`src/rtl/gpsdo_uart_sched.sv`:
```
// Frames phase/duty/alarm reports and sequences them onto the shared UART TX
// byte handshake, arbitrating round-robin between the three report sources.
module gpsdo_uart_sched #(
    parameter int         BUSY_TIMEOUT = 16,
    parameter logic [7:0] HDR_BYTE     = 8'hA5
) (
    input  logic        CLK_SYS,
    input  logic        CLK_RST,
    input  logic        phase_valid,
    input  logic        phase_order,
    input  logic [31:0] phase_cnt,
    input  logic        duty_valid,
    input  logic [31:0] duty,
    input  logic        alarm_valid,
    input  logic [7:0]  alarm_code,
    input  logic        Uart_Busy,
    output logic        Uart_En,
    output logic [7:0]  Uart_Data,
    output logic        sched_busy,
    output logic [7:0]  drop_cnt
);

    localparam int TW = (BUSY_TIMEOUT > 1) ? $clog2(BUSY_TIMEOUT) : 1;
    localparam logic [TW-1:0] TO_LAST = TW'(BUSY_TIMEOUT - 1);

    typedef enum logic [2:0] {
        S_IDLE    = 3'd0,
        S_LOAD    = 3'd1,
        S_SEND    = 3'd2,
        S_WAIT_HI = 3'd3,
        S_WAIT_LO = 3'd4
    } state_t;

    state_t        r_state;
    state_t        w_state_next;

    logic [2:0]    r_pend;
    logic          r_ph_order;
    logic [31:0]   r_ph_cnt;
    logic [31:0]   r_du_val;
    logic [7:0]    r_al_code;
    logic [1:0]    r_last;
    logic [7:0]    r_drop;
    logic [7:0]    r_buf [0:7];
    logic [3:0]    r_len;
    logic [2:0]    r_idx;
    logic [TW-1:0] r_to;
    logic          r_uart_en;
    logic [7:0]    r_uart_data;

    logic [2:0]    w_valid;
    logic [3:0]    w_pend4;
    logic [1:0]    w_c0;
    logic [1:0]    w_c1;
    logic [1:0]    w_c2;
    logic          w_gnt_any;
    logic [1:0]    w_gnt_src;
    logic [2:0]    w_gnt;
    logic [2:0]    w_drop;
    logic [1:0]    w_drop_inc;
    logic [8:0]    w_drop_sum;
    logic [7:0]    w_fill [0:7];
    logic [3:0]    w_fill_len;
    logic [7:0]    w_chk;
    logic [2:0]    w_last_idx;
    logic          w_is_last;
    logic          w_send;

    function automatic logic [1:0] rr_next(input logic [1:0] base, input logic [1:0] step);
        logic [2:0] sum;
        sum = {1'b0, base} + {1'b0, step};
        return (sum >= 3'd3) ? 2'(sum - 3'd3) : sum[1:0];
    endfunction

    assign w_valid = {alarm_valid, duty_valid, phase_valid};
    assign w_pend4 = {1'b0, r_pend};
    assign w_c0    = rr_next(r_last, 2'd1);
    assign w_c1    = rr_next(r_last, 2'd2);
    assign w_c2    = r_last;

    always_comb begin
        w_gnt_any = 1'b0;
        w_gnt_src = 2'd0;
        if (r_state == S_IDLE) begin
            if (w_pend4[w_c0]) begin
                w_gnt_any = 1'b1;
                w_gnt_src = w_c0;
            end else if (w_pend4[w_c1]) begin
                w_gnt_any = 1'b1;
                w_gnt_src = w_c1;
            end else if (w_pend4[w_c2]) begin
                w_gnt_any = 1'b1;
                w_gnt_src = w_c2;
            end
        end
    end

    // A strobe landing on the grant cycle re-arms pending and is not a drop.
    assign w_gnt      = w_gnt_any ? (3'b001 << w_gnt_src) : 3'b000;
    assign w_drop     = w_valid & r_pend & ~w_gnt;
    assign w_drop_inc = {1'b0, w_drop[0]} + {1'b0, w_drop[1]} + {1'b0, w_drop[2]};
    assign w_drop_sum = {1'b0, r_drop} + {7'b0, w_drop_inc};

    always_comb begin
        for (int k = 0; k < 8; k++) begin
            w_fill[k] = 8'h00;
        end
        w_fill[0]  = HDR_BYTE;
        w_fill_len = 4'd4;
        case (w_gnt_src)
            2'd0: begin
                w_fill[1]  = 8'h01;
                w_fill[2]  = {7'b0, r_ph_order};
                w_fill[3]  = r_ph_cnt[31:24];
                w_fill[4]  = r_ph_cnt[23:16];
                w_fill[5]  = r_ph_cnt[15:8];
                w_fill[6]  = r_ph_cnt[7:0];
                w_fill_len = 4'd8;
            end
            2'd1: begin
                w_fill[1]  = 8'h02;
                w_fill[2]  = r_du_val[31:24];
                w_fill[3]  = r_du_val[23:16];
                w_fill[4]  = r_du_val[15:8];
                w_fill[5]  = r_du_val[7:0];
                w_fill_len = 4'd7;
            end
            default: begin
                w_fill[1]  = 8'h03;
                w_fill[2]  = r_al_code;
                w_fill_len = 4'd4;
            end
        endcase
    end

    // Unused tail bytes (including the checksum slot) are zero after the snapshot,
    // so XOR over bytes 1..7 yields the checksum for every frame length.
    always_comb begin
        w_chk = 8'h00;
        for (int k = 1; k < 8; k++) begin
            w_chk = w_chk ^ r_buf[k];
        end
    end

    assign w_last_idx = 3'(r_len - 4'd1);
    assign w_is_last  = (r_idx == w_last_idx);
    assign w_send     = (r_state == S_SEND) && !Uart_Busy;

    always_comb begin
        w_state_next = r_state;
        case (r_state)
            S_IDLE:    if (w_gnt_any) w_state_next = S_LOAD;
            S_LOAD:    w_state_next = S_SEND;
            S_SEND:    if (!Uart_Busy) w_state_next = S_WAIT_HI;
            S_WAIT_HI: if (Uart_Busy || (r_to == TO_LAST)) w_state_next = S_WAIT_LO;
            S_WAIT_LO: if (!Uart_Busy) w_state_next = w_is_last ? S_IDLE : S_SEND;
            default:   w_state_next = S_IDLE;
        endcase
    end

    always_ff @(posedge CLK_SYS or negedge CLK_RST) begin
        if (!CLK_RST) begin
            r_state <= S_IDLE;
        end else begin
            r_state <= w_state_next;
        end
    end

    always_ff @(posedge CLK_SYS or negedge CLK_RST) begin
        if (!CLK_RST) begin
            r_pend     <= 3'b000;
            r_ph_order <= 1'b0;
            r_ph_cnt   <= 32'd0;
            r_du_val   <= 32'd0;
            r_al_code  <= 8'd0;
            r_drop     <= 8'd0;
        end else begin
            for (int k = 0; k < 3; k++) begin
                if (w_valid[k]) begin
                    r_pend[k] <= 1'b1;
                end else if (w_gnt[k]) begin
                    r_pend[k] <= 1'b0;
                end
            end
            if (phase_valid) begin
                r_ph_order <= phase_order;
                r_ph_cnt   <= phase_cnt;
            end
            if (duty_valid) begin
                r_du_val <= duty;
            end
            if (alarm_valid) begin
                r_al_code <= alarm_code;
            end
            r_drop <= w_drop_sum[8] ? 8'hFF : w_drop_sum[7:0];
        end
    end

    always_ff @(posedge CLK_SYS or negedge CLK_RST) begin
        if (!CLK_RST) begin
            for (int k = 0; k < 8; k++) begin
                r_buf[k] <= 8'h00;
            end
            r_len       <= 4'd0;
            r_last      <= 2'd2;
            r_idx       <= 3'd0;
            r_to        <= '0;
            r_uart_en   <= 1'b0;
            r_uart_data <= 8'h00;
        end else begin
            if (w_gnt_any) begin
                for (int k = 0; k < 8; k++) begin
                    r_buf[k] <= w_fill[k];
                end
                r_len  <= w_fill_len;
                r_last <= w_gnt_src;
            end else if (r_state == S_LOAD) begin
                r_buf[w_last_idx] <= w_chk;
            end

            if (r_state == S_IDLE) begin
                r_idx <= 3'd0;
            end else if ((r_state == S_WAIT_LO) && !Uart_Busy && !w_is_last) begin
                r_idx <= r_idx + 3'd1;
            end

            if ((r_state == S_WAIT_HI) && !Uart_Busy && (r_to != TO_LAST)) begin
                r_to <= r_to + 1'b1;
            end else begin
                r_to <= '0;
            end

            r_uart_en <= w_send;
            if (w_send) begin
                r_uart_data <= r_buf[r_idx];
            end
        end
    end

    assign Uart_En    = r_uart_en;
    assign Uart_Data  = r_uart_data;
    assign sched_busy = (r_state != S_IDLE);
    assign drop_cnt   = r_drop;

endmodule

```
`config.mk`:
```
export PLATFORM = sky130hd
export DESIGN_NAME = gpsdo_uart_sched
export DESIGN_NICKNAME = d
export VERILOG_FILES = /design/src/rtl/gpsdo_uart_sched.sv
export SDC_FILE = /design/constraint.sdc
export NUM_CORES = 1
export LEC_CHECK = 0
export CAP_MARGIN = 20
export CORE_UTILIZATION = 50
export DETAILED_ROUTE_END_ITERATION = 10
export PLACE_DENSITY = 0.7
export SYNTH_ARGS = -nofsm -noshare
export SYNTH_HDL_FRONTEND = slang
export SYNTH_SLANG_ARGS = --single-unit
```
`constraint.sdc`:
```
create_clock -name CLK_SYS -period 6.21 [get_ports CLK_SYS]
set_input_delay 0.621 -clock CLK_SYS [delete_from_list [all_inputs] [get_ports CLK_SYS]]
set_output_delay 0.621 -clock CLK_SYS [all_outputs]
set_load 0.01 [all_outputs]
```
# Word level (Yosys, flattened, before mapping)
# Cells that the tools add are included.
# op_classes
bitwise,11
shifts,1
muxes,45
eq_ne,12
n_addsub,10
n_reduce_logical,18
order_cmp,8
multipliers,0
div_mod_pow,0
# ops
operator,count
two-way mux 64 bit,2
bitwise mux 64 bit,1
case mux 24 bit (2 select lines),1
XOR 8 bit,6
two-way mux 8 bit,5
binary-select mux 8 bit (select 3 bit),1
demux 8 bit (select 3 bit),1
two-way mux 3 bit,7
case mux 10 bit (2 select lines),1
case mux 3 bit (5 select lines),1
two-way mux 2 bit,7
two-way mux 1 bit,13
nonzero test 2 bit,5
adder 8 x 2 -> 9 bit,1
less-than comparator 2 x 3 -> 1 bit (second input constant),3
>= comparator 4 bit (second input constant),2
inequality test 2 bit (second input constant),4
inverter 3 -> 4 bit,2
AND 3 bit,2
binary-select mux 1 bit (select 2 bit),3
== test 3 x 2 -> 1 bit (second input constant),2
>= comparator 3 x 2 -> 1 bit (second input constant),2
logical AND 1 bit,6
case mux 3 bit (2 select lines),1
other kinds (24),26
# word_totals
output_inout_bits,18
word_cells,128
memories,0
mem_bits_ro,0
reg_bits,172
latch_bits,0
ramBits,0

# Logic depth before layout (Yosys ltp)
# depth
word_depth,16
mapped_depth,18
depth_no_buf,15

# Worst setup path before layout
# Ideal clock, no wire load.
# synth_path
path_kind,reg2reg
from,reg r_last[1]
to,reg r_drop[5] (netlist: drop_cnt[5])
synth_period_minus_slack_ns,3.724
path_slack_ns,2.486
arrival_time_ns,3.591
setup_time_ns,0.133
path_stages_with_launch,17
n_path_buf,2
cell_sequence,dfstp_2 > ha_1 > buf_6 > nor2b_1 > o21a_1 > o31a_1 > nand3_1 > clkbuf_1 > nand3_1 > fa_1 > inv_1 > ha_1 > fa_1 > nand2_1 > nor2_1 > nand3_1 > nand3_1
# synth_via
elab_chain_len,16
# synth_rtl
item,line,text
from (decl),42,logic [1:0] r_last;
from (signal assigned),216,r_last <= w_gnt_src;
adder 2 x 2 -> 3 bit,71,"sum = {1'b0, base} + {1'b0, step};"
>= comparator 3 x 2 -> 1 bit or subtractor 2 bit (tied branches),72,return (sum >= 3'd3) ? 2'(sum - 3'd3) : sum[1:0];
two-way mux 2 bit,72,
binary-select mux 1 bit (select 2 bit),88,end else if (w_pend4[w_c1]) begin
two-way mux 1 bit (implied by the code),88,
two-way mux 2 bit,88,
two-way mux 2 bit,85,if (w_pend4[w_c0]) begin
two-way mux 2 bit,84,if (r_state == S_IDLE) begin
<< shifter 1 x 2 -> 3 bit,99,assign w_gnt = w_gnt_any ? (3'b001 << w_gnt_src) : 3'b000;
two-way mux 3 bit (*),99,
inverter 3 bit (*),100,assign w_drop = w_valid & r_pend & ~w_gnt;
AND 3 bit (*),100,
adder 1 x 1 -> 2 bit,101,"assign w_drop_inc = {1'b0, w_drop[0]} + {1'b0, w_drop[1]} + {1'b0, w_drop[2]};"
adder 2 x 1 -> 2 bit (*),101,
adder 8 x 2 -> 9 bit (*),102,"assign w_drop_sum = {1'b0, r_drop} + {7'b0, w_drop_inc};"
two-way mux 8 bit (*),195,r_drop <= w_drop_sum[8] ? 8'hFF : w_drop_sum[7:0];
to (signal assigned),195,
to (decl),43,logic [7:0] r_drop;
# Every way passes the cells marked *; elsewhere a longest branch is shown, timed or not. The select of a mux whose other input is x is not followed.
# A chain may end at the register's enable or synchronous reset.

# Worst setup path after layout
# layout_path
from,reg r_last[0]
to,reg r_drop[1] (netlist: drop_cnt[1])
# The elaborated chain is that of the path after synthesis.

==> impl_summary.log <==
INFO  metric run_status = finished, violations left
INFO  metric failed_checks = DRC
INFO  metric drive_gt1_share = 16.1%
INFO  metric path_class_of_the_lowest_slack_min_delay_path = primary input to asynchronous set/reset pin
INFO  metric setup_viol = 0
INFO  metric die_height = 126 µm
INFO  metric routability_congestion_estimate = 0.863
INFO  metric post_cts.resized_instances = 0
INFO  metric worst_hold_margin = 269 ps
INFO  metric grt_pass1_wl = 30.1 mm
INFO  metric timing.max_slew.rel_slack = 44.0%
INFO  metric syn-mean-instance-area = 11.4 µm²
INFO  metric synth.cell_area = 0.00763 mm²
INFO  metric detail_route.wirelength.met1 = 8.13 mm
INFO  metric vdd.ir_drop.worst = 0.000264 V
INFO  metric yosys-top-cells-count = dfrtp_1 (157), mux2_2 (65), nand2_1 (49)
INFO  metric design.final.nets = 842
INFO  metric placed_area = 0.00869 mm²
INFO  metric ff_latch_area = 0.00396 mm²
INFO  metric synth_enable_flop_cells = 0
INFO  metric clk-insertion-delay-late = 420 ps
INFO  metric antenna_left = 0
INFO  metric start_util = 51.9%
INFO  metric buffer_ports.inserted = 96
INFO  metric layout.cell_area.non_filler = 0.00933 mm²
INFO  metric final_core_utilization = 63.5%
INFO  metric synth.area.top_cells = dfrtp_1 (51%), mux2_2 (9.6%), xnor2_1 (4.1%), o21ai_0 (2.5%), nand2_1 (2.4%)
INFO  metric leakage = 0.00391 µW
INFO  metric top_level_i_o_count = 97
INFO  metric power.share.switching = 39.8%
INFO  metric met3_wirelength = 1.07 mm
INFO  metric fmax = 0.231 GHz
INFO  metric synth_ff_type = dfrtp_1
INFO  metric synth_top_area_cell = dfrtp_1
INFO  metric yosys_warnings = 0
INFO  metric fill_cells = 1144
INFO  metric grtUsageTotal = 25.1%
INFO  metric core-area = 0.0147 mm²
INFO  metric drt_pre_antenna_iters = 8
INFO  metric highest_signal_layer = met4
INFO  metric pwr-share-comb = 44.6%
INFO  metric insertedDiodeCount = 0
INFO  metric synth_seq_area_share = 51.8%
INFO  metric worst_clock_skew = 7.07 ps
INFO  metric rsz0062_at_grt = false
INFO  metric horizontal_die_dimension = 126 µm
INFO  metric max_slew.worst_pin.slew = 841 ps
INFO  metric count_of_max_cap_constraint_violations = 0
INFO  metric placement_rows = 44
INFO  metric multiInputGateArea = 0.00339 mm²
INFO  metric setup.worst_path.class = flip-flop to flip-flop
INFO  metric detailroute.via_count = 5555
INFO  metric design.die.area = 0.0158 mm²
INFO  metric synth.net_count = 761
INFO  metric numCtsBuffers = 17
INFO  metric post-synth-top-count-cell = dfrtp_1
INFO  metric worst_ep_arrival_time = 4690 ps
INFO  metric power.density_cell_area = 531 mW/mm²
INFO  metric route.detailed.drc = 3
INFO  metric cts_root_buffer = clkbuf_16
INFO  metric fin_cells = 948
INFO  metric dp.cells = 915
INFO  metric grt_overflow = 0
INFO  metric critPathCaptureType = flip-flop
INFO  metric cts_max_path_buffers = 2
INFO  metric post_cts.repair.setup_buffers = 0
INFO  metric cell_internal_pwr = 2980 µW
INFO  metric wl_per_cell = 19.5 µm
INFO  metric grt_antenna_before_repair = 0
INFO  metric routed_wl = 18.5 mm
INFO  metric routed-wl-met2 = 8.73 mm
INFO  metric finalCriticalPeriod = 4340 ps
INFO  metric final-max-slew-violation-count = 0
INFO  metric cts.sink_count = 158
INFO  metric grt_pass1_vias = 5577
INFO  metric hold_violations = 0
INFO  metric routed_via_density = 5.86
INFO  metric worst_setup_path_start_kind = flip-flop
INFO  metric htree_num_levels = 4
INFO  metric grt_start_max_net_pins = 95
INFO  metric power.clock.fraction = 22.3%
INFO  metric finalCritPeriodShare = 69.9%
INFO  metric synth_cells = 670
INFO  metric async_flop_share = 100%
INFO  metric clkSlewWorstSetupHoldPaths = 60 ps
INFO  metric timing.critical_path.fanout_max = 19
INFO  metric area_growth_synth_to_finish = 22.3%
INFO  metric worst-endpoint-required = 6560 ps
INFO  metric p_sw = 1970 µW
INFO  metric dpl_wire_length = 12.9 mm
INFO  metric synth_unique_cells = 54
INFO  metric postSynthRegisterBits = 158
INFO  metric clock_tree_from_tritoncts = built
INFO  metric cts.hold.buffers_added = 0
INFO  metric violation_count_after_the_first_detailed_route_iteration = 409
INFO  metric synthDominantCellAreaShare = 51.5%
INFO  metric totalNegativeSetupSlack = 0 ps
INFO  metric p_seq_share = 33.1%
final timing paths:
check	cells past startpoint	endpoint	from	slack [ps]
worst max-delay path	15	drop_cnt[1]	r_last[0]	1870
worst min-delay path	1	r_du_val[5]	CLK_RST	270
worst max register to register	15	drop_cnt[1]	r_last[0]	1870
worst min register to register	1	r_buf[61]	r_buf[61]	470
max in group asynchronous	2	r_du_val[25]	CLK_RST	4580
min in group CLK_SYS	1	r_buf[61]	r_buf[61]	470
worst max-delay path, stage by stage, from the launching register on:
cell and delay (ps):
dfrtp_1 420, inv_1 100, ha_1 430, nor2b_1 210, o221ai_1 240, a21o_1 520
nand3_1 520, nand3_1 290, fa_1 440, inv_1 70, ha_1 180, fa_1 240
nand2_1 90, nor2_1 170, nand3_1 210, nand2b_1 140
power groups by stage:
stage / Sequential (µW) / Clock, µW / Combinational, µW
floorplan: 1550 / 0 / 1580
global placement: 1630 / 0 / 2120
detailed placement: 1650 / 0 / 2180
CTS: 1630 / 1120 / 2210
global route: 1680 / 1170 / 2390
finish: 1640 / 1110 / 2210
registers in the layout, summed over array words and instances, names as in the netlist:
name        cells
r_pend          3
r_to            4
r_len           2
Uart_Data       8
drop_cnt        8
r_al_code       8
r_idx           3
r_last          2
r_ph_order      1
r_du_val       32
r_state         3
Uart_En         1
r_ph_cnt       32
r_buf          51
final cells by class:
type / count / share of cell area (%)
timing repair buffer: 106 / 11.0
multi-input combinational: 443 / 36.3
inverter: 25 / 1.01
sequential: 158 / 42.4
clock inverter: 13 / 2.02
clock buffer: 19 / 4.75
tap: 184 / 2.47
cell families after synthesis:
kind of cell,share of synthesized area [%]
DFF,51.8
AOI/OAI and AO/OA,13.2
adders and majority gates,2.16
and+or+nand+nor,9.27
xor gates and xnor gates,6.31
buffers and inverters,4.00
muxes,13.3
through the flow:
step,worst slack (ps),power [µW]
after global placement,2160,3750
final,1870,4950
after detailed placement,1960,3830
after global routing,1500,5230
after floorplan,2490,3130
after CTS,1850,4960
per-layer routing:
layer | GRT usage (%) | vias up
li1 | - | 2560
met1 | 33.8 | 2781
met2 | 39.2 | 178
met3 | 5.95 | 36
met4 | 10.0 | 0
met5 | 0 | -
layout by cell type (no fill, tap or decap), types with 6 or more instances in the layout:
cell	netlist	layout
a211oi_1	6	6
a21oi_1	20	20
a221o_1	14	14
a22o_1	10	10
a22oi_1	14	14
a31oi_1	13	13
buf_4	1	9
clkbuf_16	0	17
clkdlybuf4s50_1	0	94
dfrtp_1	157	157
ha_1	10	10
inv_1	25	25
mux2_2	65	65
mux2i_1	10	10
mux4_2	8	8
nand2_1	49	49
nand2b_1	6	6
nand3_1	23	23
nand3b_1	7	7
nand4_1	10	10
nor2_1	32	32
nor2b_1	6	6
o21ai_0	38	38
xnor2_1	36	36
xor2_1	19	19
No activity file was read; power rests on OpenSTA's default activity.
